**src/rtl/div_seq_ctrl.sv**
```systemverilog
// div_seq_ctrl: multi-cycle sequencer for RV32M DIV/DIVU/REM/REMU.
// Radix-2 restoring divide on operand magnitudes, then a one-cycle sign fix.
// Optional build macro: DIV_EARLY_OUT_EN (skip CALC when |src1| < |src2|).
module div_seq_ctrl #(
  parameter int unsigned XLEN  = 32,
  parameter int unsigned CNT_W = 6
) (
  input  logic            clk,
  input  logic            rst,
  input  logic            start,
  input  logic [1:0]      op,
  input  logic [XLEN-1:0] src1,
  input  logic [XLEN-1:0] src2,
  input  logic            flush,
  output logic            busy,
  output logic            done,
  output logic [XLEN-1:0] result
);

  localparam logic [1:0] S_IDLE = 2'd0;
  localparam logic [1:0] S_CALC = 2'd1;
  localparam logic [1:0] S_FIN  = 2'd2;

  localparam logic [XLEN-1:0] ALL_ONES = {XLEN{1'b1}};
  localparam logic [XLEN-1:0] ZERO     = {XLEN{1'b0}};
  localparam logic [XLEN-1:0] MIN_NEG  = {1'b1, {(XLEN-1){1'b0}}};

  logic [1:0]       state, state_n;
  logic [XLEN-1:0]  quo, rem, dvs;
  logic [CNT_W-1:0] count;
  logic             sel_rem_q, neg1_q, neg2_q, fix_q;

  logic             accept, is_signed, s1_neg, s2_neg;
  logic [XLEN-1:0]  mag1, mag2;
  logic             div0, ovf, special, early;
  logic [XLEN:0]    rem_t;
  logic             ge;
  logic [XLEN-1:0]  rem_step, quo_step, q_fix, r_fix;
  logic             fin_commit, busy_n;

  // Issue decode: operand magnitudes, sign flags and special-case detection
  always_comb begin
    accept    = (state == S_IDLE) && start && !flush;
    is_signed = !op[0];
    s1_neg    = is_signed && src1[XLEN-1];
    s2_neg    = is_signed && src2[XLEN-1];
    mag1      = s1_neg ? XLEN'(-src1) : src1;
    mag2      = s2_neg ? XLEN'(-src2) : src2;
    div0      = (src2 == ZERO);
    ovf       = is_signed && (src1 == MIN_NEG) && (src2 == ALL_ONES);
    special   = div0 || ovf;
`ifdef DIV_EARLY_OUT_EN
    early     = !div0 && (mag1 < mag2);
`else
    early     = 1'b0;
`endif
  end

  // One restoring step plus the FIN sign fix
  always_comb begin
    rem_t    = {rem, quo[XLEN-1]};
    ge       = (rem_t >= {1'b0, dvs});
    rem_step = ge ? XLEN'(rem_t - {1'b0, dvs}) : rem_t[XLEN-1:0];
    quo_step = {quo[XLEN-2:0], ge};
    q_fix    = (fix_q && (neg1_q ^ neg2_q)) ? XLEN'(-quo) : quo;
    r_fix    = (fix_q && neg1_q) ? XLEN'(-rem) : rem;
  end

  // Next-state logic
  always_comb begin
    state_n    = state;
    fin_commit = 1'b0;
    case (state)
      S_IDLE: if (accept) state_n = (special || early) ? S_FIN : S_CALC;
      S_CALC: begin
        if (flush)                   state_n = S_IDLE;
        else if (count == '0)        state_n = S_FIN;
      end
      S_FIN: begin
        state_n    = S_IDLE;
        fin_commit = !flush;
      end
      default: state_n = S_IDLE;
    endcase
    busy_n = (state_n == S_CALC) || (state_n == S_FIN);
  end

  // State register
  always_ff @(posedge clk or posedge rst) begin
    if (rst) state <= S_IDLE;
    else     state <= state_n;
  end

  // Datapath, operand latch and registered outputs
  always_ff @(posedge clk or posedge rst) begin
    if (rst) begin
      quo       <= '0;
      rem       <= '0;
      dvs       <= '0;
      count     <= '0;
      sel_rem_q <= 1'b0;
      neg1_q    <= 1'b0;
      neg2_q    <= 1'b0;
      fix_q     <= 1'b0;
      busy      <= 1'b0;
      done      <= 1'b0;
      result    <= '0;
    end else begin
      if (accept) begin
        sel_rem_q <= op[1];
        neg1_q    <= s1_neg;
        neg2_q    <= s2_neg;
        fix_q     <= is_signed && !special;
        dvs       <= mag2;
        count     <= CNT_W'(XLEN - 1);
        if (div0) begin
          quo <= ALL_ONES;
          rem <= src1;
        end else if (ovf) begin
          quo <= MIN_NEG;
          rem <= ZERO;
        end else if (early) begin
          quo <= ZERO;
          rem <= mag1;
        end else begin
          quo <= mag1;
          rem <= ZERO;
        end
      end else if ((state == S_CALC) && !flush) begin
        quo   <= quo_step;
        rem   <= rem_step;
        count <= count - CNT_W'(1);
      end
      if (fin_commit) result <= sel_rem_q ? r_fix : q_fix;
      busy <= busy_n;
      done <= fin_commit;
    end
  end

endmodule

```
**config.mk**
```make
export PLATFORM = sky130hd
export DESIGN_NAME = div_seq_ctrl
export DESIGN_NICKNAME = d
export VERILOG_FILES = /design/src/rtl/div_seq_ctrl.sv
export SDC_FILE = /design/constraint.sdc
export NUM_CORES = 1
export LEC_CHECK = 0
export CORE_MARGIN = 5
export CORE_UTILIZATION = 64
export DETAILED_ROUTE_END_ITERATION = 8
export PLACE_DENSITY_LB_ADDON = 0.12
export SYNTH_ARGS = -nofsm -noshare
export SYNTH_HDL_FRONTEND = slang
export SYNTH_SLANG_ARGS = --single-unit
```
**constraint.sdc**
```tcl
create_clock -name clk -period 6.19 [get_ports clk]
set_input_delay 0.619 -clock clk [delete_from_list [all_inputs] [get_ports clk]]
set_output_delay 0.619 -clock clk [all_outputs]
set_load 0.1 [all_outputs]
```
Yosys cells after proc, flatten, opt, wreduce, memory -nomap -nowiden
Cells that the tools add are included.

Add/sub/neg operators: 6. Magnitude comparators: 1. Eq/ne operators: 6. Multiplexer cells: 21. Bitwise logic cells: 1. Reductions and logical operators: 19.

Operators with widths (count): two-way mux 32 bit (13); negator 32 bit (4); equality test 32 bit (second input constant) (2); greater-or-equal comparator 33 x 32 -> 1 bit (1); logical NOT 32 bit (1); subtractor 32 bit (1); two-way mux 6 bit (2); logical AND 1 bit (10); two-way mux 2 bit (4); logical NOT 6 bit (1); subtractor 6 x 1 -> 6 bit (second input constant) (1); equality test 2 x 1 -> 1 bit (second input constant) (2); equality test 2 bit (second input constant) (2); one-hot mux 2 bit (2 select lines) (1); logical NOT 1 bit (3); logical NOT 2 bit (1); logical OR 1 bit (2); nonzero test 2 bit (1); two-way mux 1 bit (1); XOR 1 bit (1).

Flip-flop bits (word level): 142. Bits of input ports: 70. Output and inout port bits: 34.

Logic depth before layout (Yosys ltp)
Word-level depth: 9. Mapped depth: 14. Depth with buffers taken out: 11.

Worst setup path after synthesis
Ideal clock, no wire load.

Path kind: reg-to-reg. From: register rem[19]. To: register rem[0]. Arrival time: 2.889 ns. Data required time: 6.096 ns. Path slack: 3.207 ns. Stages on the path, launching flop included: 12. Path buffers: 2. Path through: dfrtp_1 ha_1 a21o_1 a211o_1 a311o_1 a21oi_2 and4_1 buf_6 or2_1 buf_6 mux2_4 a221oi_2.

Word-level cells in the longest chain between the ends: 4.

RTL lines: start, declared (RTL line 29) `logic [XLEN-1:0] quo, rem, dvs;`; start signal, assigned (RTL line 118) `rem <= src1;`; start signal, assigned (RTL line 124) `rem <= mag1;`; start signal, assigned (RTL line 131) `rem <= rem_step;`; greater-or-equal comparator 33 x 32 -> 1 bit (RTL line 62) `ge = (rem_t >= {1'b0, dvs});`; two-way mux 32 bit (RTL line 63) `rem_step = ge ? XLEN'(rem_t - {1'b0, dvs}) : rem_t[XLEN-1:0];`; two-way mux 32 bit (RTL line 129) `end else if ((state == S_CALC) && !flush) begin`; two-way mux 32 bit (RTL line 109) `if (accept) begin`.

No other way between the ends. The select of a mux whose other input is x is not followed. A chain may end at the register's enable or synchronous reset.

Worst setup path after layout
From: input port src2[20]. To: register rem[18].

Word-level cells in the longest chain between the ends: 3.

RTL lines: start, declared (RTL line 13) `input logic [XLEN-1:0] src2,`; logical NOT 32 bit (RTL line 49) `div0 = (src2 == ZERO);`; two-way mux 32 bit (RTL line 116) `if (div0) begin`; two-way mux 32 bit (RTL line 109).

No other way between the ends.

==> impl_metrics.json <==
{
  "path_class": "input pin to flop",
  "end_kind": "flop",
  "critical_path.cell_chain": "clkdlybuf4s50_1 -> or4_4 -> nor4_2 -> nand4b_1 -> nor4_4 -> buf_4 -> and2_1 -> a22oi_1 -> o21ai_0",
  "cts.sinks": 142,
  "grt_first_pass_wirelength_um": 52000,
  "avgSynthCellArea_um2": 7.99,
  "switchingPower_w": 0.00248,
  "ant_nets": 0,
  "drv_slew": 0,
  "vias": 10900,
  "die_y_um": 142,
  "nNetsFinal": 1557,
  "synth_xor_area_frac": 0.110,
  "drt_first_pass_iters": 5,
  "drc": 0,
  "pwr-share-clk": 0.193,
  "port_buffers": 103,
  "die-area_mm2": 0.0201,
  "cp_max_fo": 26,
  "cts_max_path_buffers": 2,
  "clk_pin_slew_worst_paths_ps": 60,
  "multi_input_area_mm2": 0.00701,
  "grt_usage": 0.322,
  "clk_latency_ps": 440,
  "cts_setup_buffers": 0,
  "period_share": 0.625,
  "ys_top_cells_by_count": "nand2_1 (197), o21ai_0 (154), dfrtp_1 (142)",
  "pwr-share-comb": 0.518,
  "start_util": 0.648,
  "synth.top_cells.by_area": "dfrtp_1 (32%), o21ai_0 (6.9%), nand2_1 (6.6%), xnor2_1 (6.5%), xor2_1 (4.5%)",
  "htreeDepth": 4,
  "dp_slack_ps": 1980,
  "cp_data_arrival_time_ps": 4220,
  "vias_per_cell": 6.44,
  "rows": 48,
  "yosysSeqAreaShare": 0.319,
  "rsz0062_at_grt": "false",
  "hold_path.class": "flop to flop",
  "cts_resized": 0,
  "fin_setup_tns_ps": 0,
  "status": "complete, no violations",
  "n_fill_cell": 1380,
  "antenna_found_initial": 0,
  "seqPwrFrac": 0.289,
  "setup_viol": 0,
  "fmax_mhz": 259,
  "routed_wl_um": 32300,
  "postSynthCellCount": 1394,
  "power.internal_w": 0.00289,
  "synth_ff_type": "dfrtp_1",
  "synthAdderAreaFrac": 0.0456,
  "seq_area_mm2": 0.00355,
  "synthArstFlopShare": 1.00,
  "synth_seq_cells": 142,
  "relSlewSlack": 0.184,
  "yosys.area_share.simple": 0.216,
  "drive_above_1_share": 0.0575,
  "syn_nets": 1504,
  "synth.distinct_cells": 89,
  "ctsRootBufferMaster": "clkbuf_16",
  "grt_max_degree": 95,
  "gp_congestion": 0.940,
  "drt_iter0_drc": 920,
  "powerDensity_mw_per_mm2": 421,
  "ioPinCount": 104,
  "cp-start-kind": "input pin",
  "yosysTopAreaCellShare": 0.319,
  "hold_violations": 0,
  "whs_ps": 473,
  "cts_hold_buf": 0,
  "numCtsBuffers": 17,
  "die_x_um": 142,
  "post-route-cell-area_mm2": 0.0128,
  "yosys_warnings": 0,
  "synth.area.mux_share": 0.0158,
  "ir_drop_mv": 0.269,
  "critPathMaxStageDelay_ps": 620,
  "yosysTopAreaCell": "dfrtp_1",
  "leakagePower_nw": 5.27,
  "synth_area_mm2": 0.0111,
  "fin_skew_ps": 13.8,
  "cp_slowest_cell": "nor4_4",
  "core_area_mm2": 0.0172,
  "tightest_slew_ps": 1220,
  "grt_overflow": 0,
  "min_period_ps": 3870,
  "worst_ep_required_time_ps": 6540,
  "setup_slack_ps": 2320,
  "syn_to_final_growth_pct": 14.8,
  "synth_top_family_by_area": "compound AO/OA/AOI/OAI gates",
  "synth-compound-area-share": 0.241,
  "synth-edff-count": 0,
  "grt_pass1_vias": 10300,
  "cts_tree": "yes",
  "synth.most_common_cell": "nand2_1",
  "placed_area_mm2": 0.0122,
  "diodes": 0,
  "drt-wirelength-per-cell_um": 19.2,
  "swShare": 0.462,
  "drv_cap": 0,
  "hpwl_um": 24500
}
## critical path: cells and delay by family
kind	cells	cell delay [ps]
and+or+nand+nor	5	2410
buffers and inverters	2	910
AOI/OAI and AO/OA	2	270
## per-layer routing
metal | global-route usage | wire length, um | vias up
met5 | 0 | 0 | -
met3 | 0.0479 | 2750 | 98
met1 | 0.420 | 13300 | 5060
met2 | 0.524 | 14900 | 540
li1 | - | - | 5159
met4 | 0.162 | 1460 | 0
## power by group through the flow
stage	registers, W	logic, W	clock network [W]
global route	0.00157	0.00309	0.00107
global placement	0.00153	0.00268	0
floorplan	0.00140	0.00220	0
CTS	0.00152	0.00275	0.00104
detailed placement	0.00154	0.00272	0
finish	0.00155	0.00278	0.00104
## stage by stage
step / total power, W / util / instances
finish: 0.00537 / 0.744 / 1685
global route: 0.00574 / 0.744 / 1685
CTS: 0.00531 / 0.744 / 1685
detailed placement: 0.00426 / 0.709 / 1653
global placement: 0.00421 / 0.709 / 1653
floorplan: 0.00360 / - / 1394
## layout make-up
type                       instances  share of cell area
multi-input combinational       1113               0.549
sequential                       142               0.278
timing repair buffer             113              0.0866
clock buffer                      18              0.0344
tap                              225              0.0220
inverter                          60              0.0180
clock inverter                    14              0.0122
## layout by cell type, fill, tap and decap left out, types with 6 or more instances in the layout
cell             Yosys  routed
nand2b_1            13      13
o221ai_1            12      12
ha_1                39      39
nand3b_1             6       6
buf_4                1      10
a21oi_1             96      96
nand4_1             14      14
o22ai_1              6       6
o41ai_1             13      13
a21o_1              15      15
o31ai_1             18      18
a22oi_1              8       8
and3_1              11      11
inv_6                0       6
xnor2_1             83      83
xor2_1              57      57
or4_1                9       9
dfrtp_1            142     142
clkdlybuf4s50_1      0     103
mux2i_1             15      15
nor3_1              38      38
a211oi_1             8       8
nand3_1             21      21
nor2b_1             11      11
and2_1               6       6
o21ai_0            154     154
clkbuf_16            0      17
inv_1               59      58
nor2_1              95      94
o211ai_1             8       8
nor4_1              15      15
or3_1               11      11
a31oi_1             32      32
nand2_1            197     197
## path summary, 6_finish.rpt
| path | start | end | slack, ps | depth (start not counted) |
|---|---|---|---|---|
| worst min register to register | result[20] | result[20] | 470 | 2 |
| worst max-delay path | src2[20] | rem[18] | 2320 | 9 |
| max in group asynchronous | rst | dvs[23] | 4140 | 3 |
| worst max register to register | rem[19] | rem[0] | 2370 | 9 |
| worst min-delay path | result[20] | result[20] | 470 | 2 |
| min in group asynchronous | rst | result[3] | 660 | 2 |
## flip-flops by register name (all words and copies together), names as in the netlist
register   flops
busy           1
count          6
done           1
dvs           32
fix_q          1
neg1_q         1
neg2_q         1
quo           32
rem           32
result        32
sel_rem_q      1
state          2
## cell families (layout without fill, tap and decap cells)
logic type	Yosys count	count (layout)
buf+inv	139	205
mux	17	17
xor+xnor	140	140
flops	142	142
compound gates	430	430
fa+ha+maj	40	40
simple gates	486	486
No activity file was read; power rests on OpenSTA's default activity.
